**src/rtl/my_reg_if.sv**
```systemverilog
// ---------------------------------------------------------------------------
// my_reg_if -- register-file access bus.
//   addr   : register index for the current transfer
//   wdata  : write data
//   write  : write strobe, one transfer per cycle while high
//   read   : read strobe, one transfer per cycle while high
//   rdata  : registered read data, returned one cycle after the read strobe
//   rvalid : one-cycle pulse marking rdata as the result of a read
//   err    : one-cycle pulse flagging an out-of-range access
// master drives the strobes; slave (the register file) drives the response.
// ---------------------------------------------------------------------------
interface my_reg_if #(
  parameter int DATA_W = 16,
  parameter int ADDR_W = 8
);
  logic [ADDR_W-1:0] addr;
  logic [DATA_W-1:0] wdata;
  logic              write;
  logic              read;
  logic [DATA_W-1:0] rdata;
  logic              rvalid;
  logic              err;

  modport master (
    output addr, wdata, write, read,
    input  rdata, rvalid, err
  );

  modport slave (
    input  addr, wdata, write, read,
    output rdata, rvalid, err
  );
endinterface

```
**src/rtl/my_reg.sv**
```systemverilog
// ---------------------------------------------------------------------------
// my_reg -- small read/write register file with a one-cycle read latency.
//   clk : single clock, all state changes on the rising edge
//   rst : synchronous, active-high reset; clears registers and outputs
//   bus : my_reg_if slave port (addr/wdata/write/read in, rdata/rvalid/err out)
// Accesses with addr >= NUM_REGS are rejected: writes are dropped, reads
// return zero, and a single err pulse follows the offending cycle.
// ---------------------------------------------------------------------------
module my_reg #(
  parameter int NUM_REGS = 8,
  parameter int DATA_W   = 16,
  parameter int ADDR_W   = 8
) (
  input  logic     clk,
  input  logic     rst,
  my_reg_if.slave  bus
);

  localparam int IDX_W = (NUM_REGS > 1) ? $clog2(NUM_REGS) : 1;

  logic [DATA_W-1:0] regs [NUM_REGS];
  logic [DATA_W-1:0] rdata_q;
  logic              rvalid_q;
  logic              err_q;

  logic              in_range;
  logic [IDX_W-1:0]  idx;

  assign in_range = (32'(bus.addr) < 32'(NUM_REGS));
  assign idx      = bus.addr[IDX_W-1:0];

  always_ff @(posedge clk) begin
    if (rst) begin
      // NOTE: the register array is reset explicitly because every register
      // must read back as zero after reset; this costs a reset path per bit.
      for (int i = 0; i < NUM_REGS; i++) begin
        regs[i] <= '0;
      end
      rdata_q  <= '0;
      rvalid_q <= 1'b0;
      err_q    <= 1'b0;
    end else begin
      // NOTE: non-blocking assignment means a read in the same cycle as a
      // write to the same register sees the old value, which is the intended
      // read-before-write behaviour.
      if (bus.write && in_range) begin
        regs[idx] <= bus.wdata;
      end
      if (bus.read) begin
        rdata_q <= in_range ? regs[idx] : '0;
      end
      rvalid_q <= bus.read;
      // read and write share one address, so a combined bad access gives
      // exactly one err pulse.
      err_q    <= (bus.read || bus.write) && !in_range;
    end
  end

  assign bus.rdata  = rdata_q;
  // A read completing in the same cycle reset arrives is discarded.
  assign bus.rvalid = rvalid_q && !rst;
  assign bus.err    = err_q;

endmodule

```
**src/flat_wrapper.sv**
```systemverilog
// flat-port wrapper written by rule: the top's interface ports become plain ports
module my_reg_flat 
#(
  parameter int NUM_REGS = 8,
  parameter int DATA_W   = 16,
  parameter int ADDR_W   = 8
)
  (clk, rst, bus_addr, bus_wdata, bus_write, bus_read, bus_rdata, bus_rvalid, bus_err);
  my_reg_if #(.DATA_W(DATA_W), .ADDR_W(ADDR_W)) bus_i ();
  input  logic clk;
  input  logic rst;
  input wire logic [$bits(bus_i.addr)-1:0] bus_addr;
  input wire logic [$bits(bus_i.wdata)-1:0] bus_wdata;
  input wire logic [$bits(bus_i.write)-1:0] bus_write;
  input wire logic [$bits(bus_i.read)-1:0] bus_read;
  output wire logic [$bits(bus_i.rdata)-1:0] bus_rdata;
  output wire logic [$bits(bus_i.rvalid)-1:0] bus_rvalid;
  output wire logic [$bits(bus_i.err)-1:0] bus_err;
  assign bus_i.addr = bus_addr;
  assign bus_i.wdata = bus_wdata;
  assign bus_i.write = bus_write;
  assign bus_i.read = bus_read;
  assign bus_rdata = bus_i.rdata;
  assign bus_rvalid = bus_i.rvalid;
  assign bus_err = bus_i.err;
  my_reg #(.NUM_REGS(NUM_REGS), .DATA_W(DATA_W), .ADDR_W(ADDR_W)) u_core (.clk(clk), .rst(rst), .bus(bus_i));
endmodule
```
**config.mk**
```make
export PLATFORM = sky130hd
export DESIGN_NAME = my_reg_flat
export DESIGN_NICKNAME = d
export VERILOG_FILES = /design/src/rtl/my_reg_if.sv /design/src/rtl/my_reg.sv /design/src/flat_wrapper.sv
export SDC_FILE = /design/constraint.sdc
export NUM_CORES = 1
export LEC_CHECK = 0
export BUFFER_PORTS_ARGS = -buffer_cell sky130_fd_sc_hd__buf_2
export CORE_MARGIN = 2
export CORE_UTILIZATION = 35
export DETAILED_ROUTE_END_ITERATION = 8
export HOLD_SLACK_MARGIN = 0.1
export SLEW_MARGIN = 20
export SYNTH_ARGS = -nofsm -noshare
export SYNTH_HDL_FRONTEND = slang
export SYNTH_SLANG_ARGS = --single-unit
```
**constraint.sdc**
```tcl
create_clock -name clk -period 1.9 [get_ports clk]
set_input_delay 0.19 -clock clk [delete_from_list [all_inputs] [get_ports clk]]
set_output_delay 0.19 -clock clk [all_outputs]
set_load 0.02 [all_outputs]
```
==> results of run 1 <==
-- placed cells by master (no fill, tap or decap), types with 4 or more instances in the layout --
master                      count
sky130_fd_sc_hd__nor4b_4        4
sky130_fd_sc_hd__clkinv_2       4
sky130_fd_sc_hd__buf_4         17
sky130_fd_sc_hd__or2_2          7
sky130_fd_sc_hd__o21ai_0        6
sky130_fd_sc_hd__clkbuf_16     19
sky130_fd_sc_hd__nor4_4         4
sky130_fd_sc_hd__dfxtp_1       18
sky130_fd_sc_hd__bufinv_16      4
sky130_fd_sc_hd__buf_12        14
sky130_fd_sc_hd__mux4_2        32
sky130_fd_sc_hd__buf_2         44
sky130_fd_sc_hd__and2_1       128
sky130_fd_sc_hd__o21ai_1       10
sky130_fd_sc_hd__edfxtp_1     128
sky130_fd_sc_hd__nand2_1       16
sky130_fd_sc_hd__mux2i_1       16
-- what timing repair did --
item	4_1_cts	5_1_grt
endpoints found under the hold margin	1	0
gates resized for setup	0	2
endpoints found under the setup margin	0	12
hold buffers	2	0
-- cells by family after synthesis --
group	share of synthesized area [%]
and+or+nand+nor	18.32
DFF	64.85
muxes	13.59
AOI/OAI and AO/OA	1.235
buffers and inverters	2.007
-- final cells by class --
cell class,count,area (µm²),area share [%]
Clock buffer,23,500.5,6.303
Multi-Input combinational cell,236,2151,27.09
Tap cell,229,286.5,3.609
Sequential cell,146,4204,52.95
Timing Repair Buffer,77,650.6,8.194
Clock inverter,9,147.6,1.859
-- layer usage --
layer	wire (µm)	part of all wire (%)
met1	5990	42
met2	7426	52
met3	537	3.7
met4	386	2.7
met5	0	0
-- worst reg2reg max path, delay by kind of cell (launching register included) --
family         cells  cell delay, ns
multiplexers       2            0.70
flip-flops         1            0.37
AO/OA/AOI/OAI      1            0.08
-- power by group --
part | total (W) | internal [W] | switching [W] | leakage, nW
sequential | 0.00367 | 0.00362 | 0.0000450 | 1.36
combinational | 0.000514 | 0.000245 | 0.000268 | 1.27
clock | 0.00363 | 0.00238 | 0.00125 | 0.317
total | 0.00781 | 0.00625 | 0.00156 | 2.94
-- Yosys cell counts --
cell type,number
sky130_fd_sc_hd__buf_6,2
sky130_fd_sc_hd__or4b_4,1
sky130_fd_sc_hd__or4_4,1
sky130_fd_sc_hd__edfxtp_1,128
sky130_fd_sc_hd__buf_1,2
sky130_fd_sc_hd__nand4b_1,1
sky130_fd_sc_hd__nor3_1,1
sky130_fd_sc_hd__nor2b_1,2
sky130_fd_sc_hd__nand4bb_1,2
sky130_fd_sc_hd__nor2_1,3
sky130_fd_sc_hd__o21ai_0,6
sky130_fd_sc_hd__or3b_4,1
sky130_fd_sc_hd__clkbuf_2,4
sky130_fd_sc_hd__buf_2,7
sky130_fd_sc_hd__dfxtp_1,18
sky130_fd_sc_hd__clkbuf_1,4
sky130_fd_sc_hd__nand2_1,16
sky130_fd_sc_hd__nor4_4,4
sky130_fd_sc_hd__and2_1,128
sky130_fd_sc_hd__buf_4,4
sky130_fd_sc_hd__mux4_2,32
sky130_fd_sc_hd__nor4b_4,4
sky130_fd_sc_hd__or2_2,8
sky130_fd_sc_hd__mux2i_1,16
sky130_fd_sc_hd__o21ai_1,10
-- registers in the layout (all words and copies together), names as in the netlist --
register / count
u_core.regs: 128
u_core.bus.rdata: 16
u_core.rvalid_q: 1
u_core.bus.err: 1
-- final timing paths --
path | to | depth (start not counted)
worst min register to register | u_core.bus.rdata[2] | 2
worst max register to register | u_core.bus.rdata[5] | 3
worst min-delay path | u_core.regs[3][8] | 2
worst max-delay path | u_core.regs[1][2] | 5
-- per-stage QoR --
step / setup slack [ns] / hold slack [ns]
after floorplan: 0.001326 / 0.2691
after global placement: -0.03128 / 0.4324
after detailed placement: -0.04789 / 0.4382
after CTS: 0.04160 / 0.1547
after global routing: 0.2772 / 0.1677
final: 0.3281 / 0.1650
==> metrics.txt, run 1 <==
startpoint types input port; worst clock skew on the final layout 0.008327 ns; y dimension of the die 140.1 µm; violated checks design-rule violations; number of buffers inserted during clock tree synthesis 17; setup repair after global routing missed its margin no; clock tree from TritonCTS built; Port-buffer cells 45; Critical Path RT 2.04 ns; clock transition at the registers of the reported paths 0.06 ns; buffer type at the clock tree root sky130_fd_sc_hd__clkbuf_16; wire length of the first global-routing pass 21970 µm; largest net degree at the start of global routing 19; share of post-route cells with drive strength above 1 31.57%; category of cells accounting for the largest share of critical-path delay simple AND/OR/NAND/NOR gates; global routing usage on met2 27.38%; starting density of the core 35.84%; area of the die 19630 µm²; run status finished with violations; Reg-to-Reg Start u_core.regs[6][5]; worst hold-check path type in -> reg; number of standard cells after synthesis 405; drt drc 5; synthesized area per cell 16.01 µm²; part of the cycle the worst path needs 82.73%; Post-Route WL 14340 µm; placer congestion estimate 0.7406; number of global-route vias before repair 3722; Worst Path Arrival 1.71 ns; setup fix buffers added after clock tree synthesis 0; minimum setup slack among reg-to-reg paths 0.63 ns; maximum clock path buffer count 2; Syn Nets 433; first-pass iteration count of the detailed router 8; area post-placement 7272 µm²; Pwr per Cell Area 983.3 nW/µm²; sequential area share after synthesis 64.85%; number of antenna violations at the first check in global routing 0; proportion of netlist area held by the largest area contributor 59.29%; Setup crit end kind register; count of final setup violators 0; most area-consuming cells after synthesis sky130_fd_sc_hd__edfxtp_1 59%, sky130_fd_sc_hd__and2_1 12%, sky130_fd_sc_hd__mux4_2 11%; power after layout 0.007808 W; filler cell count 1587; ANT nets after route 0; max-slew violations 0; CP Cell Sequence dlymetal6s4s_1 -> or4b_4 -> nor4b_4 -> or2_4 -> buf_4; core region area 18090 µm²; number of nets in the layout 506; met1 track demand over resource 17.94%; wire length per cell 19.92 µm; max_cap viols 0; start point of the worst hold path bus_wdata[8]; routing layer with the top usage in global route met2; via count 3551; boundary pin count 46; GRT Total Usage 15.44%; yosys synthesis warning count 0; Crit path largest cell delay 0.59 ns; Post-Synthesis Cell Area 6482 µm²; aggregate negative setup slack 0 ns; max_slew headroom 69.00%; fin util 43.90%; die boundary width 140.1 µm; most area-hungry cell type in the Yosys netlist sky130_fd_sc_hd__edfxtp_1; detailed router's first-iteration violation count 241; Clk Latency, worst-skew pair 0.43 ns; final standard cell count with taps included and fillers excluded 720; Synth-to-Final Area Change 22.49%; post-detailed-route via-to-cell ratio 4.932; total leakage power 2.944 nW; dpl hpwl 10030 µm; post-synthesis cell type count 25; critical path startpoint rst; number of inserted diodes 0; IR Drop Worst-Case VDD 562.1 µV; #FFs+latches synth 146; number of placed instances with taps included 687; global route total overflow 0; met3 demand-to-capacity share in global routing 3.726%; number of endpoints with negative hold slack in the final report 0; Placement Rows 49; number of H-tree levels 4; largest fanout on the critical path 8; post-route standard cell area excluding fillers 7940 µm²; worst path bufs/invs 2; WS Path Type in -> reg; upper clock frequency limit 636.2 MHz; CTS Sinks 146; final period demand of the worst path 1.572 ns; highest-delay cell along the critical path sky130_fd_sc_hd__or4b_4; worst-margin pin slew 0.4650 ns
Power figures use the tool's default switching activity.
==> run 2, diff against run 1 <==
==> constraint.sdc (replaced) <==
create_clock -name clk -period 1.55 [get_ports clk]
set_input_delay 0.155 -clock clk [delete_from_list [all_inputs] [get_ports clk]]
set_output_delay 0.155 -clock clk [all_outputs]
set_load 0.02 [all_outputs]
==> run 2 against run 1 <==
  * The flow still finishes with violations (design-rule violations)
  * Setup slack got worse by 0.24 ns
  * Clock-buffer cell count decreased by 4
  * Clock skew shrank 0.0037 ns
  * Die area unchanged
  * Global-route usage is essentially flat
  * Worst hold slack worse by 0.042 ns
  * Design area shrank 3.2%
  * Critical path depth down 1
  * First-iteration DRC count rose by 27%
  * Power increased by 16%
  * Combinational power grew 13%
==> metrics.txt, run 2 (same netlist as run 1, synthesis figures left out) <==
Pwr per Cell Area 1182 nW/µm² (+20%); category of cells accounting for the largest share of critical-path delay simple AND/OR/NAND/NOR gates; number of H-tree levels 4 (unchanged); number of nets in the layout 499 (-1.4%); Placement Rows 49 (unchanged); aggregate negative setup slack 0 ns (unchanged); GRT Total Usage 15.42% (-0.026 points); count of final setup violators 0 (unchanged); share of post-route cells with drive strength above 1 30.17% (-1.4 points); clock transition at the registers of the reported paths 0.06 ns (about the same); worst clock skew on the final layout 0.004624 ns (-0.003703 ns); largest net degree at the start of global routing 19 (unchanged); Register Area 4204 µm² (unchanged); Critical Path RT 1.64 ns (-0.40 ns); highest-delay cell along the critical path sky130_fd_sc_hd__or4_4; number of antenna violations at the first check in global routing 0 (unchanged); final period demand of the worst path 1.465 ns; wire length per cell 19.78 µm (-0.67%); violated checks design-rule violations; Setup crit end kind register; filler cell count 1585 (-0.13%); number of inserted diodes 0 (unchanged); post-detailed-route via-to-cell ratio 4.912 (-0.41%); setup fix buffers added after clock tree synthesis 0 (unchanged); number of endpoints with negative hold slack in the final report 0 (unchanged); Post-Route WL 14110 µm (-1.6%); via count 3502 (-1.4%); Crit path largest cell delay 0.68 ns (+0.09 ns); die boundary width 140.1 µm (unchanged); Port-buffer cells 45 (unchanged); global route total overflow 0 (unchanged); maximum clock path buffer count 2 (unchanged); power after layout 0.009084 W (+16%); area of the die 19630 µm² (unchanged); max-slew violations 0 (unchanged); boundary pin count 46 (unchanged); placer congestion estimate 0.7286 (-1.6%); buffer type at the clock tree root sky130_fd_sc_hd__clkbuf_16; y dimension of the die 140.1 µm (unchanged); upper clock frequency limit 682.8 MHz; part of the cycle the worst path needs 94.49%; Worst Path Arrival 1.56 ns (-0.15 ns); largest fanout on the critical path 16 (+8); CTS Sinks 146 (unchanged); area of the multi-input gates 2168 µm² (+0.81%); number of flip-flops in the largest register 128 (unchanged); max_cap viols 0 (unchanged); worst-margin pin slew 0.4623 ns (-0.002764 ns); CP Cell Sequence buf_2 -> or4_4 -> nor4_4 -> or2_4; minimum setup slack among reg-to-reg paths 0.21 ns (-0.42 ns); number of global-route vias before repair 3696 (-0.70%); total leakage power 2.807 nW (-4.7%); IR Drop Worst-Case VDD 702.3 µV (+25%); detailed router's first-iteration violation count 305 (+27%); run status finished with violations; max_slew headroom 69.18% (+0.18 points); WS Path Type in -> reg; first-pass iteration count of the detailed router 6 (-2); ANT nets after route 0 (unchanged); worst path bufs/invs 1 (-1); wire length of the first global-routing pass 22100 µm (+0.60%); number of buffers inserted during clock tree synthesis 17 (unchanged); core region area 18090 µm² (unchanged); Synth-to-Final Area Change 18.59%; register with the most flip-flops u_core.regs; drt drc 5 (unchanged); starting density of the core 35.84% (unchanged); worst hold-check path type in -> reg; top library cells by usage in the layout, fill and taps aside 128 x sky130_fd_sc_hd__and2_1, 128 x sky130_fd_sc_hd__edfxtp_1, 45 x sky130_fd_sc_hd__buf_2; Clk Latency, worst-skew pair 0.41 ns (-0.02 ns); dpl hpwl 9600 µm (-4.3%); startpoint types input port; fin util 42.50% (-1.4 points); setup repair after global routing missed its margin no; clock tree from TritonCTS built
==> run 2: changes by cell type in the layout (fill, tap and decap cells not counted), sizes merged <==
cell / delta
buf: -6
bufinv: -1
clkbuf: -4
clkinv: +3
clkinvlp: +2
dlymetal6s4s: -1
==> run 2: report_power, final <==
part | switching [W] | leakage [nW] | internal (W)
combinational | 0.000326 | 1.17 | 0.000256
sequential | 0.0000486 | 1.36 | 0.00444
clock | 0.00152 | 0.273 | 0.00250
total | 0.00189 | 2.81 | 0.00719
==> run 2: path summary, 6_finish.rpt <==
check             cells past startpoint            startpoint              endpoint
hold reg to reg                       2  u_core.bus.rdata[14]  u_core.bus.rdata[14]
setup / recovery                      4           bus_addr[7]    u_core.regs[2][14]
hold / removal                        2         bus_wdata[12]    u_core.regs[7][12]
setup reg to reg                      3    u_core.regs[5][10]  u_core.bus.rdata[10]
==> run 2: metal layers <==
| layer | wire length [µm] | share of wire, % | vias to the layer above | global-route usage, % |
|---|---|---|---|---|
| met1 | 6472 | 46 | 1795 | 20.38 |
| li1 | - | - | 1633 | - |
| met2 | 6983 | 50 | 57 | 25.23 |
| met5 | 0 | 0 | - | 0 |
| met4 | 201 | 1.4 | 0 | 5.263 |
| met3 | 448 | 3.2 | 17 | 3.624 |
==> run 2: area by class of cell <==
cell class	instances	share of cell area, %
timing repair buffer	70	5.892
multi-input combinational	236	28.21
clock inverter	13	1.855
tap	229	3.727
clock buffer	19	5.632
sequential	146	54.69
==> run 2: what timing repair did <==
item | in CTS | in global routing
gates resized for setup | 0 | 0
hold buffers | 1 | 0
hold endpoints to repair | 2 | 0
==> run 2: per-stage QoR <==
step | cell area, µm² | hold WS (ns) | worst slack (ns) | instances
2_1_floorplan | 6509 | 0.2341 | -0.2002 | 405
3_3_place_gp | 7102 | 0.4338 | -0.3119 | 680
3_5_place_dp | 7102 | 0.4377 | -0.3491 | 680
4_1_cts | 7687 | 0.1157 | 0.08239 | 713
5_1_grt | 7687 | 0.1312 | 0.02378 | 713
6_report | 7687 | 0.1233 | 0.08547 | 713
